**config.mk**
```make
export PLATFORM = sky130hd
export DESIGN_NAME = tx_framer
export DESIGN_NICKNAME = d
export VERILOG_FILES = /design/src/rtl/tx_framer.sv
export SDC_FILE = /design/constraint.sdc
export NUM_CORES = 1
export LEC_CHECK = 0
export ABC_AREA = 1
export CAP_MARGIN = 20
export CORE_UTILIZATION = 25
export DETAILED_ROUTE_END_ITERATION = 10
export HOLD_SLACK_MARGIN = 0.15
export MAX_ROUTING_LAYER = met4
export PLACE_DENSITY_LB_ADDON = 0.05
export SLEW_MARGIN = 20
export SYNTH_ARGS = -nofsm -noshare
export SYNTH_HDL_FRONTEND = slang
export SYNTH_SLANG_ARGS = --single-unit
```
**constraint.sdc**
```tcl
create_clock -name clk -period 7.69 [get_ports clk]
set_input_delay 0.769 -clock clk [delete_from_list [all_inputs] [get_ports clk]]
set_output_delay 0.769 -clock clk [all_outputs]
set_load 0.01 [all_outputs]
```
**src/rtl/tx_framer.sv**
```systemverilog
// Frame transmitter: builds {header, payload} frames, walks the link through
// OFF -> TRAIN -> RUN and serialises each frame as FRAME_WIDTH/DWIDTH words.
module tx_framer #(
    parameter int DWIDTH        = 64,
    parameter int FRAME_WIDTH   = 256,
    parameter int LITTLE_ENDIAN = 1,
    parameter int TRAIN_FRAMES  = 64
) (
    input  logic                   clk,
    input  logic                   rst,
    input  logic                   link_enable,
    input  logic [FRAME_WIDTH-3:0] s_payload,
    input  logic                   s_ctrl,
    input  logic                   s_valid,
    output logic                   s_ready,
    output logic [DWIDTH-1:0]      txdata_out,
    output logic                   sof_out,
    output logic                   tx_active
);

    localparam int NumWords = FRAME_WIDTH / DWIDTH;
    localparam int CntW     = (NumWords > 1) ? $clog2(NumWords) : 1;
    localparam int TrainW   = (TRAIN_FRAMES > 0) ? $clog2(TRAIN_FRAMES + 1) : 1;

    localparam logic [CntW-1:0]        LastCyc   = CntW'(NumWords - 1);
    localparam logic [1:0]             HdrData   = 2'b01;
    localparam logic [1:0]             HdrCtrl   = 2'b10;
    localparam logic [FRAME_WIDTH-1:0] IdleFrame = {HdrCtrl, {(FRAME_WIDTH - 2){1'b0}}};

    typedef enum logic [1:0] {
        StOff,
        StTrain,
        StRun
    } state_e;

    state_e                 state_q, state_d;
    logic [CntW-1:0]        cyc_q, cyc_d;
    logic [TrainW-1:0]      train_q, train_d;
    logic [FRAME_WIDTH-1:0] shift_q, shift_d;
    logic [DWIDTH-1:0]      txdata_q, txdata_d;
    logic                   sof_q, sof_d;
    logic                   active_q, active_d;

    logic                   boundary;
    logic                   accept;
    logic [FRAME_WIDTH-1:0] frame_next;
    logic [DWIDTH-1:0]      word;

    function automatic logic [DWIDTH-1:0] bit_rev(input logic [DWIDTH-1:0] w);
        logic [DWIDTH-1:0] r;
        for (int i = 0; i < DWIDTH; i++) begin
            r[i] = w[DWIDTH-1-i];
        end
        return r;
    endfunction

    assign boundary = (cyc_q == LastCyc);

    // Link state machine: transitions, handshake and choice of the next frame.
    always_comb begin
        state_d    = state_q;
        train_d    = train_q;
        s_ready    = 1'b0;
        accept     = 1'b0;
        frame_next = '0;
        if (boundary && !rst) begin
            unique case (state_q)
                StOff: begin
                    if (link_enable) begin
                        state_d = StTrain;
                        train_d = '0;
                    end
                end
                StTrain: begin
                    if (!link_enable) begin
                        state_d = StOff;
                    end else begin
                        train_d = train_q + TrainW'(1);
                        if (int'(train_q) + 1 >= TRAIN_FRAMES) begin
                            state_d = StRun;
                        end
                    end
                end
                StRun: begin
                    // Dropping the link wins over a pending payload.
                    if (!link_enable) begin
                        state_d = StOff;
                    end else begin
                        s_ready = 1'b1;
                        accept  = s_valid;
                    end
                end
                default: state_d = StOff;
            endcase
        end
        unique case (state_d)
            StTrain: frame_next = IdleFrame;
            StRun:   frame_next = accept ? {(s_ctrl ? HdrCtrl : HdrData), s_payload} : IdleFrame;
            default: frame_next = '0;
        endcase
    end

    // Serialiser: load a new frame at each boundary, otherwise shift out the next word.
    always_comb begin
        if (boundary) begin
            cyc_d   = '0;
            word    = frame_next[FRAME_WIDTH-1 -: DWIDTH];
            shift_d = frame_next << DWIDTH;
        end else begin
            cyc_d   = cyc_q + CntW'(1);
            word    = shift_q[FRAME_WIDTH-1 -: DWIDTH];
            shift_d = shift_q << DWIDTH;
        end
        txdata_d = (LITTLE_ENDIAN != 0) ? bit_rev(word) : word;
        sof_d    = boundary;
        active_d = (state_d == StRun);
    end

    // State and output registers; reset parks the counter on the last word so
    // the first frame period starts on the first edge after release.
    always_ff @(posedge clk) begin
        if (rst) begin
            state_q  <= StOff;
            cyc_q    <= LastCyc;
            train_q  <= '0;
            shift_q  <= '0;
            txdata_q <= '0;
            sof_q    <= 1'b0;
            active_q <= 1'b0;
        end else begin
            state_q  <= state_d;
            cyc_q    <= cyc_d;
            train_q  <= train_d;
            shift_q  <= shift_d;
            txdata_q <= txdata_d;
            sof_q    <= sof_d;
            active_q <= active_d;
        end
    end

    assign txdata_out = txdata_q;
    assign sof_out    = sof_q;
    assign tx_active  = active_q;

endmodule

```
* Yosys cells after proc, flatten, opt, wreduce, memory -nomap -nowiden
Index checks and enable logic that the tools add are counted.
Word-level totals: register bits 333, latch bits 0, bits in writable memories 0, ROM bits 0, output and inout port bits 67, logic and storage cells 44, memories kept 0
Operators by class: $add $sub $neg 3, multiply operators 0, divide/modulo/power cells 0, order comparisons 1, eq/ne operators 7, shift-type cells 0, muxes and demuxes 21, bitwise logic cells 0, reductions and logical operators 5
Operator list (number):
- $mux 256 | 2
- $pmux 256 s2 | 1
- $mux 64 | 1
- $mux 2 | 7
- $mux 7 | 2
- $pmux 7 s2 | 1
- $add 7x1->8 const B | 1
- $ge 8x7->1 const B | 1
- $add 7x1->7 const B | 1
- $eq 2x2->1 const B | 3
- $mux 1 | 6
- $pmux 2 s3 | 1
- $eq 2x1->1 const B | 2
- $ne 2x2->1 const B | 2
- $reduce_and 4->1 | 1
- $add 2x1->2 const B | 1
- $logic_not 2->1 | 1
- $reduce_bool 2->1 | 1
- $logic_and 1x1->1 | 1
- $logic_not 1->1 | 1

* Longest topological paths before layout
Gate-level depths: netlist of run 1.
depth in word-level cells 9, depth in mapped cells 18

* Worst setup path before layout of run 1
Ideal clock, no wire load.
path kind input-to-reg, start input rst, end register txdata_q[54], in the netlist txdata_out[54], arrival time 2.778 ns, path slack 4.842 ns, cell stages on the path 14, buffers on the path 3, path through clkbuf_1 nor2_1 nand3_1 nor2_1 nand2_1 nand2_1 ha_1 nor2_4 nand2_1 nor2_4 buf_4 buf_4 nand2_1 a21oi_1
On the way: longest elaborated chain between the ends 6, elaborated cells on any way between the ends 9, classes of those cells 2 x eq/ne; 5 x mux; 2 x reduce/logical
RTL lines:
- start, declared | RTL line 10 | input logic rst,
- $logic_not 1->1 | RTL line 66 | if (boundary && !rst) begin
- $logic_and 1x1->1 | RTL line 66
- $mux 2 / $mux 1 (equally long branches) | RTL line 66
- $eq 2x2->1 (tied with other cells) | RTL line 96 | unique case (state_d)
- $pmux 256 s2 | RTL line 96
- $mux 64 | RTL line 105 | if (boundary) begin
- end signal, assigned | RTL line 135 | txdata_q <= txdata_d;
- end, declared | RTL line 40 | logic [DWIDTH-1:0] txdata_q, txdata_d;
Parallel ways exist; a longest one is shown, timed or not. A chain may end at the register's enable or synchronous reset.

* Worst setup path after layout of run 1
start register cyc_q[0], end register shift_q[221]
On the way: longest elaborated chain between the ends 6, elaborated cells on any way between the ends 9, classes of those cells 3 x eq/ne; 5 x mux; 1 x reduce/logical
RTL lines:
- start, declared | RTL line 37 | logic [CntW-1:0] cyc_q, cyc_d;
- start signal, assigned | RTL line 124 | cyc_q <= LastCyc;
- start signal, assigned | RTL line 132 | cyc_q <= cyc_d;
- $eq 2x2->1 (*) | RTL line 57 | assign boundary = (cyc_q == LastCyc);
- named net boundary | RTL line 44 | logic boundary;
- $logic_and 1x1->1 | RTL line 66
- $mux 2 / $mux 1 (equally long branches) | RTL line 66
- $eq 2x2->1 (tied with other cells) | RTL line 96
- $pmux 256 s2 | RTL line 96
- $mux 256 (*) | RTL line 105
- end signal, assigned | RTL line 134 | shift_q <= shift_d;
- end, declared | RTL line 39 | logic [FRAME_WIDTH-1:0] shift_q, shift_d;
Mark *: on every way through the listed nets, which the timed path passes. The rest lies on a longest branch.

==> impl_metrics.yaml, run 1 <==
synthesis:
  avgSynthCellArea_um2: 7.965
  synth_most_common_cell: "nand2_1"
  synth_edf_count: 0
  netlist_top_cells_area: "dfxtp_1 60%, nand2_1 20%, a21oi_1 11%"
  ys_top_cells_by_count: "469 x nand2_1, 269 x dfxtp_1, 200 x a21oi_1, 75 x nor2_1, 54 x clkbuf_1"
  ys_async_sr_fraction_pct: 0
  synth.ff_latch_count: 269
  synth_nets: 1395
  synth_simple_gate_area_share_pct: 23.55
  synth_cell_types: 20
  synth_xor_area_share_pct: 0.09714
  yosys_most_used_dff: "dfxtp_1"
  ys_warn_count: 0
  synthCells: 1132
  synth_top_family_by_area: "simple AND/OR/NAND/NOR gates"
  synth_top_cell_by_area: "dfxtp_1"
  synth-compound-area-share_pct: 11.57
  synth_seq_area_share_pct: 59.73
  yosysTopAreaCellShare_pct: 59.73
  syn_area_um2: 9016
  synthMuxAreaShare_pct: 0
  synth_fa_ha_area_share_pct: 0.5551
critical_path:
  startpoint_type: "flop"
  cp-end-kind: "flop"
  cp.arrival_ns: 4.96
  required_ns: 8.10
  cp_max_fo: 113
  path_class: "reg -> reg"
clocking:
  cts_buffers: 34
  clk_pin_slew_ns: 0.06
  ctsHoldBuffers: 0
  clk_path_buf_depth: 3
  tritoncts: "yes"
  clk_latency_ns: 0.50
  ctsResizeCount: 0
  clock-sinks: 269
  htree_num_levels: 2
  clock_tree.root_cell: "clkbuf_16"
  post_cts_buffers: 0
sta:
  max_freq_mhz: 219.6
  period_needed_ns: 4.554
  whs_ns: 0.4453
  skew_ns: 0.01027
  rsz0062_at_grt: "no"
  setup_viol: 0
  slew_headroom_pct: 27.56
  hold_viol: 0
  setup-tns-final_ns: 0
  tightest_slew_ns: 1.087
  final.period_utilization_pct: 59.21
  finalMaxSlewViolations: 0
  layout_setup_ws_ns: 3.136
routing:
  remaining_drc_errors: 0
  first_pass_iters: 4
  vias: 7763
  drt-total-wl_um: 28130
  wire_per_inst_um: 14.75
  ant_nets: 0
  detail_route.iter0.violations: 427
  vias_per_cell: 4.069
placed_design:
  routabilityCongestion: 0.7527
  portBuffers: 325
  dp_hpwl_um: 17640
  dp_slack_ns: 2.801
worst_hold_path:
  hp-class: "reg -> reg"
flow_run:
  cap_violations: 0
global_route:
  track_usage_pct: 15.38
  grt_max_degree: 114
  grt.overflow.total: 0
  grt_pass1_wl_um: 42910
  grt_pass1_vias: 7656
  antenna_found_initial: 3
floorplan:
  io_pins: 326
  fp.dieH_um: 191.9
  die_width_um: 191.9
  initial_utilization_pct: 25.35
  core_area_um2: 35570
  rows: 69
  dieArea_um2: 36830
power_and_ir_drop:
  p_leak_nw: 4.556
  power_density_nw_per_um2: 233.8
  peakVddDrop_mv: 0.1302
  total_power_mw: 3.203
cells_and_area:
  fin_util_pct: 38.50
  area_delta_synth_final_pct: 51.90
  nets: 1685
  drive_gt1_share_pct: 4.505
outcome:
  outcome: "finished, final reports clean"
sequential cells by signal, summed over array words and instances, names as in the netlist, named ones only:
name	cells
tx_active	1
sof_out	1
shift_q	192
cyc_q	2
train_q	7
state_q	1
txdata_out	64
stage by stage:
stage,std cells,cell area [µm²]
3_3_place_gp,1847,12560
4_1_cts,1904,13690
2_1_floorplan,1132,9016
6_report,1908,13700
3_5_place_dp,1847,12560
5_1_grt,1908,13700
cell type report:
class / count / area [µm²]
clock buffer: 52 / 1072
fill: 3724 / 21870
multi-input combinational: 769 / 3233
antenna: 4 / 10.01
sequential: 269 / 5385
timing repair buffer: 330 / 3292
clock inverter: 5 / 53.80
tap: 461 / 576.8
inverter: 18 / 72.57
layout by cell type, fill, tap and decap left out, drive strengths merged:
master / Yosys / final
a21oi: 200 / 200
a22oi: 1 / 1
buf: 22 / 6
bufinv: 0 / 1
clkbuf: 54 / 52
clkdlybuf4s50: 0 / 324
clkinv: 0 / 4
dfxtp: 269 / 269
diode: 0 / 4
ha: 4 / 4
inv: 18 / 18
nand2: 469 / 469
nand3: 8 / 8
nand4: 1 / 1
nor2: 78 / 78
o21ai: 4 / 4
o21bai: 2 / 2
or2: 1 / 1
xor2: 1 / 1
worst paths after layout:
check | cells after the start | startpoint | slack, ns | to
worst max register to register | 15 | cyc_q[0]$_SDFF_PP1_ | 3.14 | shift_q[221]$_SDFF_PP0_
worst max-delay path | 15 | cyc_q[0]$_SDFF_PP1_ | 3.14 | shift_q[221]$_SDFF_PP0_
worst min register to register | 2 | shift_q[100]$_SDFF_PN0_ | 0.45 | shift_q[164]$_SDFF_PP0_
worst min-delay path | 2 | shift_q[100]$_SDFF_PN0_ | 0.45 | shift_q[164]$_SDFF_PP0_
power by group:
group	internal [mW]	leakage, nW	total [mW]	switching, mW
clock	0.989	0.558	1.58	0.590
combinational	0.125	1.83	0.226	0.100
sequential	1.40	2.17	1.40	0.00108
cells by family (layout without fill, tap and decap cells):
logic type               Yosys count  after routing
AND/OR/NAND/NOR                  557            557
AO/OA/AOI/OAI                    207            207
flip-flops                       269            269
other                              0              4
adder cells (fa/ha/maj)            4              4
XOR/XNOR                           1              1
buffers and inverters             94            405
metal layers:
layer | track usage (%) | wire, µm | vias up
li1 | - | - | 4141
met1 | 19.27 | 12610 | 3371
met2 | 23.94 | 13000 | 204
met3 | 4.184 | 1894 | 47
met4 | 4.762 | 624 | 0
met5 | - | 0 | -
critical path, stage by stage, from the launching register on:
cell and delay, ns:
dfxtp_1 0.32, ha_1 0.29, inv_6 0.62, nor2_1 0.15, nand3_1 0.20, nor2_1 0.11, nand2_1 0.10, nand2_1 0.08
ha_1 0.33, nor2_4 0.11, buf_4 0.60, nand2_1 0.23, nor2_4 0.16, buf_4 0.73, nand2_1 0.11, a21oi_1 0.20
Note: power is estimated with default switching activity, not from simulation.
==> run 2: changes to the inputs <==
- clock period: 7.69 -> 4.5 ns (I/O delays scaled with it)
==> run 2 against run 1 <==
Utilization up 0.15 points. Sequential power is 71% higher. Clock skew fell by 0.0014 ns. Combinational power increased by 72%. Cell count grew 0.42%. First-iteration DRC count fell by 8.4%. Fmax rose by 45%. Die area is the same. Non-clock buffer count rose by 3. Critical path type unchanged.
==> impl_metrics.yaml, run 2 (synthesis results as in run 1) <==
outcome:
  outcome: "finished, final reports clean"
global_route:
  busiest_layer: "met2"
  grt_util_met1_pct: 19.28
  grt_max_degree: 97
  use_met2_pct: 23.94
  grt_pass1_wl_um: 42770
  track_usage_pct: 15.39
  grt.overflow.total: 0
  met3_usage_pct: 4.623
  grt_pass1_vias: 7552
  antenna_found_initial: 4
clocking:
  post_cts_buffers: 0
  cts_buffers: 34
  clk_pin_slew_ns: 0.06
  tritoncts: "yes"
  ctsResizeCount: 0
  clock-sinks: 269
  clock_tree.root_cell: "clkbuf_16"
  clk_path_buf_depth: 3
  clk_latency_ns: 0.51
  ctsHoldBuffers: 0
  htree_num_levels: 2
floorplan:
  fp.dieH_um: 191.9
  rows: 69
  dieArea_um2: 36830
  io_pins: 326
  die_width_um: 191.9
  core_area_um2: 35570
  initial_utilization_pct: 25.35
sta:
  slew_headroom_pct: 34.35
  hold_viol: 0
  final.period_utilization_pct: 70.00
  max_freq_mhz: 317.5
  rsz0062_at_grt: "no"
  period_needed_ns: 3.150
  setup_viol: 0
  finalMaxSlewViolations: 0
  skew_ns: 0.008854
  setup-tns-final_ns: 0
  tightest_slew_ns: 0.9847
critical_path:
  cpPeakStageDelay_ns: 0.37
  slowest_stage: "buf_12"
  startpoint_type: "flop"
  cp_max_fo: 96
  path_common_cell: "nand2_1"
  crit_chain: "ha_1, inv_6, nor2_1, nand3_1, nor2_1, nand2_1, nand2_1, ha_1, nor2_4, nand2_1, nor2_4, buf_12, nand2_1, a21oi_1"
  cp-end-kind: "flop"
  cp.arrival_ns: 3.55
  required_ns: 4.90
  path_class: "reg -> reg"
power_and_ir_drop:
  p_clk_share_pct: 49.0
  power.switching_fraction_pct: 22.18
  p_leak_nw: 4.570
  p_int_mw: 4.235
  power_density_nw_per_um2: 395.8
  peakVddDrop_mv: 0.3094
  p_seq_share_pct: 43.9
  pwr-share-comb_pct: 7.1
  power.switching_mw: 1.207
cells_and_area:
  regArea_um2: 5385
  fillers: 3766
  multi_input_area_um2: 3233
  final_cell_mix: "468 x nand2_1, 324 x clkdlybuf4s50_1, 269 x dfxtp_1"
  area_delta_synth_final_pct: 52.50
  drive_gt1_share_pct: 4.759
  largest_reg_flops: 192
  nets: 1688
  largest_register: "shift_q"
  fin_util_pct: 38.66
  final_common_cell: "nand2_1"
routing:
  first_pass_iters: 4
  vias_per_cell: 4.068
  remaining_drc_errors: 0
  ant_nets: 0
  detail_route.iter0.violations: 391
  wire_per_inst_um: 14.73
  drt-total-wl_um: 28230
  vias: 7794
placed_design:
  dp_hpwl_um: 17880
  routabilityCongestion: 0.7434
  portBuffers: 325
worst_hold_path:
  hp-class: "in -> reg"
flow_run:
  cap_violations: 0
[run 2: final timing paths]
check	start	to	slack (ns)	depth (start not counted)
max	cyc_q[0]$_SDFF_PP1_	shift_q[221]$_SDFF_PP0_	1.35	14
min	rst	txdata_out[3]$_SDFF_PP0_	0.25	2
min reg2reg	shift_q[204]$_SDFF_PP0_	txdata_out[51]$_SDFF_PP0_	0.44	2
max reg2reg	cyc_q[0]$_SDFF_PP1_	shift_q[221]$_SDFF_PP0_	1.35	14
[run 2: area by class of cell]
cell class	instances	share of cell area (%)
Antenna cell	5	0.09100
Clock inverter	7	0.2912
Inverter	18	0.5278
Timing Repair Buffer	333	24.43
Tap cell	461	4.195
Clock buffer	54	7.781
Sequential cell	269	39.17
Multi-Input combinational cell	769	23.51
[run 2: worst max-delay path: cells and delay by family (launching register included)]
kind	cells	cell delay, ns
buffers and inverters	2	0.50
DFF	1	0.33
and+or+nand+nor	9	1.36
AOI/OAI and AO/OA	1	0.20
adders and majority gates	2	0.57
[run 2: through the flow]
stage | hold slack, ns | setup slack [ns] | cells | instance area (µm²) | power, mW
after floorplan | 0.4181 | 1.971 | 1132 | 9016 | 2.559
after global placement | 0.4321 | 1.185 | 1849 | 12600 | 2.839
after detailed placement | 0.4354 | 1.180 | 1849 | 12600 | 2.835
after CTS | 0.2396 | 1.305 | 1910 | 13710 | 5.536
after global routing | 0.2414 | 1.003 | 1915 | 13750 | 5.667
final | 0.2531 | 1.350 | 1916 | 13750 | 5.441
[run 2: power groups by stage]
stage                     clock (mW)  combinational, mW  sequential [mW]
final                           2.66              0.389             2.39
after CTS                       2.75              0.397             2.39
after detailed placement           0              0.395             2.44
after floorplan                    0              0.118             2.44
after global routing            2.85              0.425             2.39
after global placement             0              0.399             2.44
[run 2: routing by layer]
metal | part of all wire [%] | routed length [µm]
met5 | 0 | 0
met4 | 1.8 | 520
met3 | 7.3 | 2055
met2 | 47 | 13140
met1 | 44 | 12510
==> run 3: changes to the inputs <==
- clock period: 4.5 -> 2.72 ns (I/O delays scaled with it)
==> run 3 against run 2 <==
Clock power increased by 53%. Worst hold slack got worse by 0.0067 ns. Routed wire length increased by 1.8%. Cell area increased by 2.2%. Non-clock buffer count increased by 28.
==> impl_metrics.yaml, run 3 (synthesis results as in run 1) <==
outcome:
  outcome: "finished, final reports clean"
critical_path:
  path_class: "reg -> reg"
  startpoint_type: "flop"
  cp_max_fo: 8
  cp.arrival_ns: 2.99
  worst_r2r_startpoint: "cyc_q[0]$_SDFF_PP1_"
  cp-end-kind: "flop"
  required_ns: 3.17
  reg2reg_slack_ns: 0.18
  r2r_cells: 16
  r2r_end: "shift_q[132]$_SDFF_PP0_"
power_and_ir_drop:
  pwr-share-comb_pct: 7.8
  power.switching_mw: 1.938
  total_power_mw: 8.694
  p_clk_share_pct: 46.8
  p_int_mw: 6.755
  p_leak_nw: 4.709
  p_seq_share_pct: 45.5
  peakVddDrop_mv: 0.7481
  power.switching_fraction_pct: 22.30
  power_density_nw_per_um2: 618.5
floorplan:
  dieArea_um2: 36830
  rows: 69
  fp.dieH_um: 191.9
  die_width_um: 191.9
  initial_utilization_pct: 25.35
  io_pins: 326
  core_area_um2: 35570
sta:
  finalMaxSlewViolations: 0
  skew_ns: 0.01680
  max_freq_mhz: 393.2
  hold_viol: 0
  setup_viol: 0
  slew_headroom_pct: 29.10
  period_needed_ns: 2.543
  rsz0062_at_grt: "yes"
  final.period_utilization_pct: 93.50
  tightest_slew_ns: 1.064
cells_and_area:
  largest_register: "shift_q"
  nets: 1713
  final_cell_area_um2: 14060
  area_delta_synth_final_pct: 55.90
  largest_reg_flops: 192
  final_cell_mix: "467 x nand2_1, 324 x clkdlybuf4s50_1, 267 x dfxtp_1"
  final_common_cell: "nand2_1"
  drive_gt1_share_pct: 7.415
clocking:
  clock-sinks: 269
  clk_pin_slew_ns: 0.06
  tritoncts: "yes"
  clk_path_buf_depth: 3
  clock_tree.root_cell: "clkbuf_16"
  htree_num_levels: 1
  clk_latency_ns: 0.56
  cts_buffers: 31
routing:
  first_pass_iters: 4
  detail_route.iter0.violations: 352
  remaining_drc_errors: 0
  vias: 7968
  wire_per_inst_um: 14.87
  drt-total-wl_um: 28730
  ant_nets: 0
  vias_per_cell: 4.124
worst_hold_path:
  hold_path_depth: 3
  hold-path-endpoint: "shift_q[100]$_SDFF_PN0_"
  hp-start: "s_payload[36]"
  hp-class: "in -> reg"
global_route:
  grt_max_degree: 194
  grt_pass1_wl_um: 42970
  grt_pass1_vias: 7751
  antenna_found_initial: 1
  grt.overflow.total: 0
  track_usage_pct: 15.32
placed_design:
  dp_hpwl_um: 18700
  dpl_cell_area_um2: 12870
  routabilityCongestion: 0.7661
  portBuffers: 325
flow_run:
  cap_violations: 0
## run 3: cell types whose count changed in the layout (fill, tap and decap cells not counted), sizes merged
cell | previous run | this run
dlygate4sd3 | 0 | 1
clkbuf | 54 | 46
bufinv | 0 | 1
buf | 9 | 33
bufbuf | 0 | 1
clkinvlp | 2 | 1
diode | 5 | 1
clkinv | 5 | 7
## run 3: critical path, stage by stage, from the launching register on
cell and delay, ns:
dfxtp_2 0.35, ha_4 0.15, buf_4 0.12, inv_6 0.03, nor2_2 0.13, nand3_2 0.11, nor2_2 0.11, nand2_1 0.09
nand2_1 0.14, ha_4 0.23, nor2_4 0.10, nand2_1 0.10, nor2_4 0.19, buf_12 0.20, buf_12 0.13, nand2_1 0.04
a21oi_1 0.20
## run 3: worst max path at each step
| stage | from | endpoint | slack (ns) | depth (start not counted) |
|---|---|---|---|---|
| floorplan | cyc_q[0]$_SDFF_PP1_ | txdata_out[54]$_SDFF_PP0_ | 0.22 | 16 |
| finish | cyc_q[0]$_SDFF_PP1_ | shift_q[132]$_SDFF_PP0_ | 0.18 | 16 |
| global placement | link_enable | shift_q[200]$_SDFF_PP0_ | -0.11 | 16 |
| global route | cyc_q[0]$_SDFF_PP1_ | shift_q[212]$_SDFF_PP0_ | -0.02 | 18 |
| CTS | cyc_q[0]$_SDFF_PP1_ | shift_q[198]$_SDFF_PP0_ | 0.0003 | 16 |
| detailed placement | link_enable | shift_q[200]$_SDFF_PP0_ | -0.09 | 16 |
## run 3: per-stage QoR
step	instances	setup slack, ns	TNS, ns	hold slack, ns	utilization [%]
final	1932	0.1768	0	0.2464	39.52
after global routing	1932	-0.02346	-0.2236	0.2349	39.52
after CTS	1929	0.0003333	0	0.2144	39.17
after detailed placement	1873	-0.08842	-2.892	0.4355	36.18
after global placement	1873	-0.1143	-6.294	0.4326	36.18
after floorplan	1132	0.2185	0	0.3769	-
## run 3: area by class of cell
type / count / area (µm²)
Sequential cell: 269 / 5388
Tap cell: 461 / 576.8
Timing Repair Buffer: 361 / 3724
Clock inverter: 9 / 72.57
Clock buffer: 44 / 924.6
Inverter: 18 / 72.57
Antenna cell: 1 / 2.502
Multi-Input combinational cell: 769 / 3296
Fill cell: 3746 / 21510
## run 3: power groups by stage
| stage | combinational [mW] | clock [mW] | sequential [mW] |
|---|---|---|---|
| 6_report | 0.675 | 4.06 | 3.95 |
| 5_1_grt | 0.735 | 4.34 | 3.95 |
| 4_1_cts | 0.679 | 4.21 | 3.95 |
| 3_5_place_dp | 0.673 | 0 | 4.04 |
| 3_3_place_gp | 0.680 | 0 | 4.04 |
| 2_1_floorplan | 0.196 | 0 | 4.04 |
## run 3: what timing repair did
action | in CTS | in global routing
cloned | 1 | 2
buffers inserted | 1 | 0
pin swaps | 1 | 5
hold endpoints to repair | 5 | 0
resized for setup | 2 | 16
hold buffers | 1 | 0
setup endpoints to repair | 3 | 230
## run 3: per-layer routing
layer	global-route usage (%)	share of wire [%]	wire (µm)	vias to the layer above
met5	-	0	0	-
li1	-	-	-	4197
met1	18.90	44	12510	3526
met2	24.42	47	13400	194
met3	4.075	7.1	2045	51
met4	4.487	2.7	775	0
==> edit: new RTL, config.mk and constraints of run 3 <==
The parameter `TRAIN_FRAMES` goes from 64 to 32.
--- a/src/rtl/tx_framer.sv
+++ b/src/rtl/tx_framer.sv
@@ -4,7 +4,7 @@
     parameter int DWIDTH        = 64,
     parameter int FRAME_WIDTH   = 256,
     parameter int LITTLE_ENDIAN = 1,
-    parameter int TRAIN_FRAMES  = 64
+    parameter int TRAIN_FRAMES  = 32
 ) (
     input  logic                   clk,
     input  logic                   rst,
Behaviour: no difference found for any inputs over 10 cycles, from zero or initial values and one cycle with rst high; that may be too few to reach the edited logic, so the function may still have changed.
==> edit against run 3 <==
  * Via count is 1.2% lower
  * Die area down 0.33%
  * Sequential share of layout area fell by 0.22 points
  * Non-clock buffer count up 3
  * Total power grew 0.37%
  * Clock power up 2%
  * Wire length fell by 0.59%
  * Design area up 0.19%
  * Critical endpoint is now txdata_out[36]
  * Sequential cell count shrank 1
  * Core utilization rose by 0.17 points
  * Area after synthesis decreased by 0.33%
  * Worst setup slack improved by 0.032 ns
==> edit: results (changes against run 3) <==
Global-route wire length before repair: 42500 um (-1.1%)
Area of placed instances: 12800 um^2 (-0.81%)
Signal buf overhead: 0.270 (+0.00510)
Gr usage total: 0.151 (-0.00251)
Multi-In Gates: 761 (-1.0%)
Multi-input combinational area share: 0.232 (-0.00284)
Placer Congestion: 0.746 (-2.6%)
Largest net degree at the start of global routing: 201 (+3.6%)
Syn avg cell area: 8.04 um^2 (+0.92%)
Fin cells: 1926 (-0.31%)
Top post-synthesis cells by area: dfxtp_1, nand2_1, a21oi_1
Synthesized Nets: 1381 (-1.0%)
Slowest-stage cell, CP: dfxtp_1
Internal power: 6.79 mW (+0.55%)
Wirelength, routed: 28600 um (-0.59%)
Max Clock Skew: 0.00636 ns (-0.0104 ns)
Clk pwr share: 0.474 (+0.006)
Initial detailed-routing violation count: 435 (+24%)
Clock Sinks: 268 (-0.37%)
Reg area: 5370 um^2 (-0.39%)
Leakage power: 4.70 nW (-0.15%)
Layout cells sized above 1: 0.0705 (-0.00365)
DP Wirelength: 17700 um (-5.5%)
Layout clock buffers: 47 (+6.8%)
Post-synth cell types: 21 (+5.0%)
Nets: 1702 (-0.64%)
Sequential fraction of the synthesis area: 0.597 (about the same)
Worst Path Max Fanout: 16 (+8)
Status: finished, final reports clean
Router iterations before antenna repair: 6 (+2)
Ant. Diodes: 4 (+3)
Fillers: 3702 (-1.2%)
Combinational fraction of design power: 0.075 (-0.003)
Worst vdd ir: 0.848 mV (+13%)
Design area: 14100 um^2 (+0.19%)
Cell count after synthesis: 1118 (-1.2%)
CTS root buffer: clkbuf_16
Pre-CTS WS: 0.0409 ns (+0.129 ns)
Clock buffers and inverters, area share: 0.0718 (+0.000845)
Slew at the pin closest to its max-slew limit: 0.985 ns (-0.0782 ns)
Initial antenna violation count: 3 (+2)
WP data arrival: 2.96 ns (-0.03 ns)
Top cells by count, synth: nand2_1, dfxtp_1, a21oi_1
Buffers, non-clock: 364 (+0.83%)
edit: cells by family after synthesis:
logic type               share of synthesized area
flip-flops                                   0.597
AND/OR/NAND/NOR                              0.233
adder cells (fa/ha/maj)                    0.00557
buffers and inverters                       0.0476
AO/OA/AOI/OAI                                0.117
edit: path summary, 6_finish.rpt:
path	startpoint	endpoint	slack, ns	depth (start not counted)
setup / recovery	cyc_q[1]	txdata_out[36]	0.21	16
hold / removal	s_payload[42]	shift_q[106]	0.26	3
setup reg to reg	cyc_q[1]	txdata_out[36]	0.21	16
hold reg to reg	shift_q[147]	shift_q[211]	0.44	2
edit: per-layer routing:
layer	wire (um)	GRT usage	vias to the layer above
li1	-	-	4168
met1	13000	0.193	3464
met2	13100	0.235	200
met3	1950	0.0365	38
met4	585	0.0427	0
met5	0	-	-
edit: timing repair:
item | in CTS | in global routing
setup buffers | 0 | 8
endpoints found under the hold margin | 2 | 0
hold buffers | 1 | 0
setup endpoints to repair | 0 | 243
gates resized for setup | 0 | 16
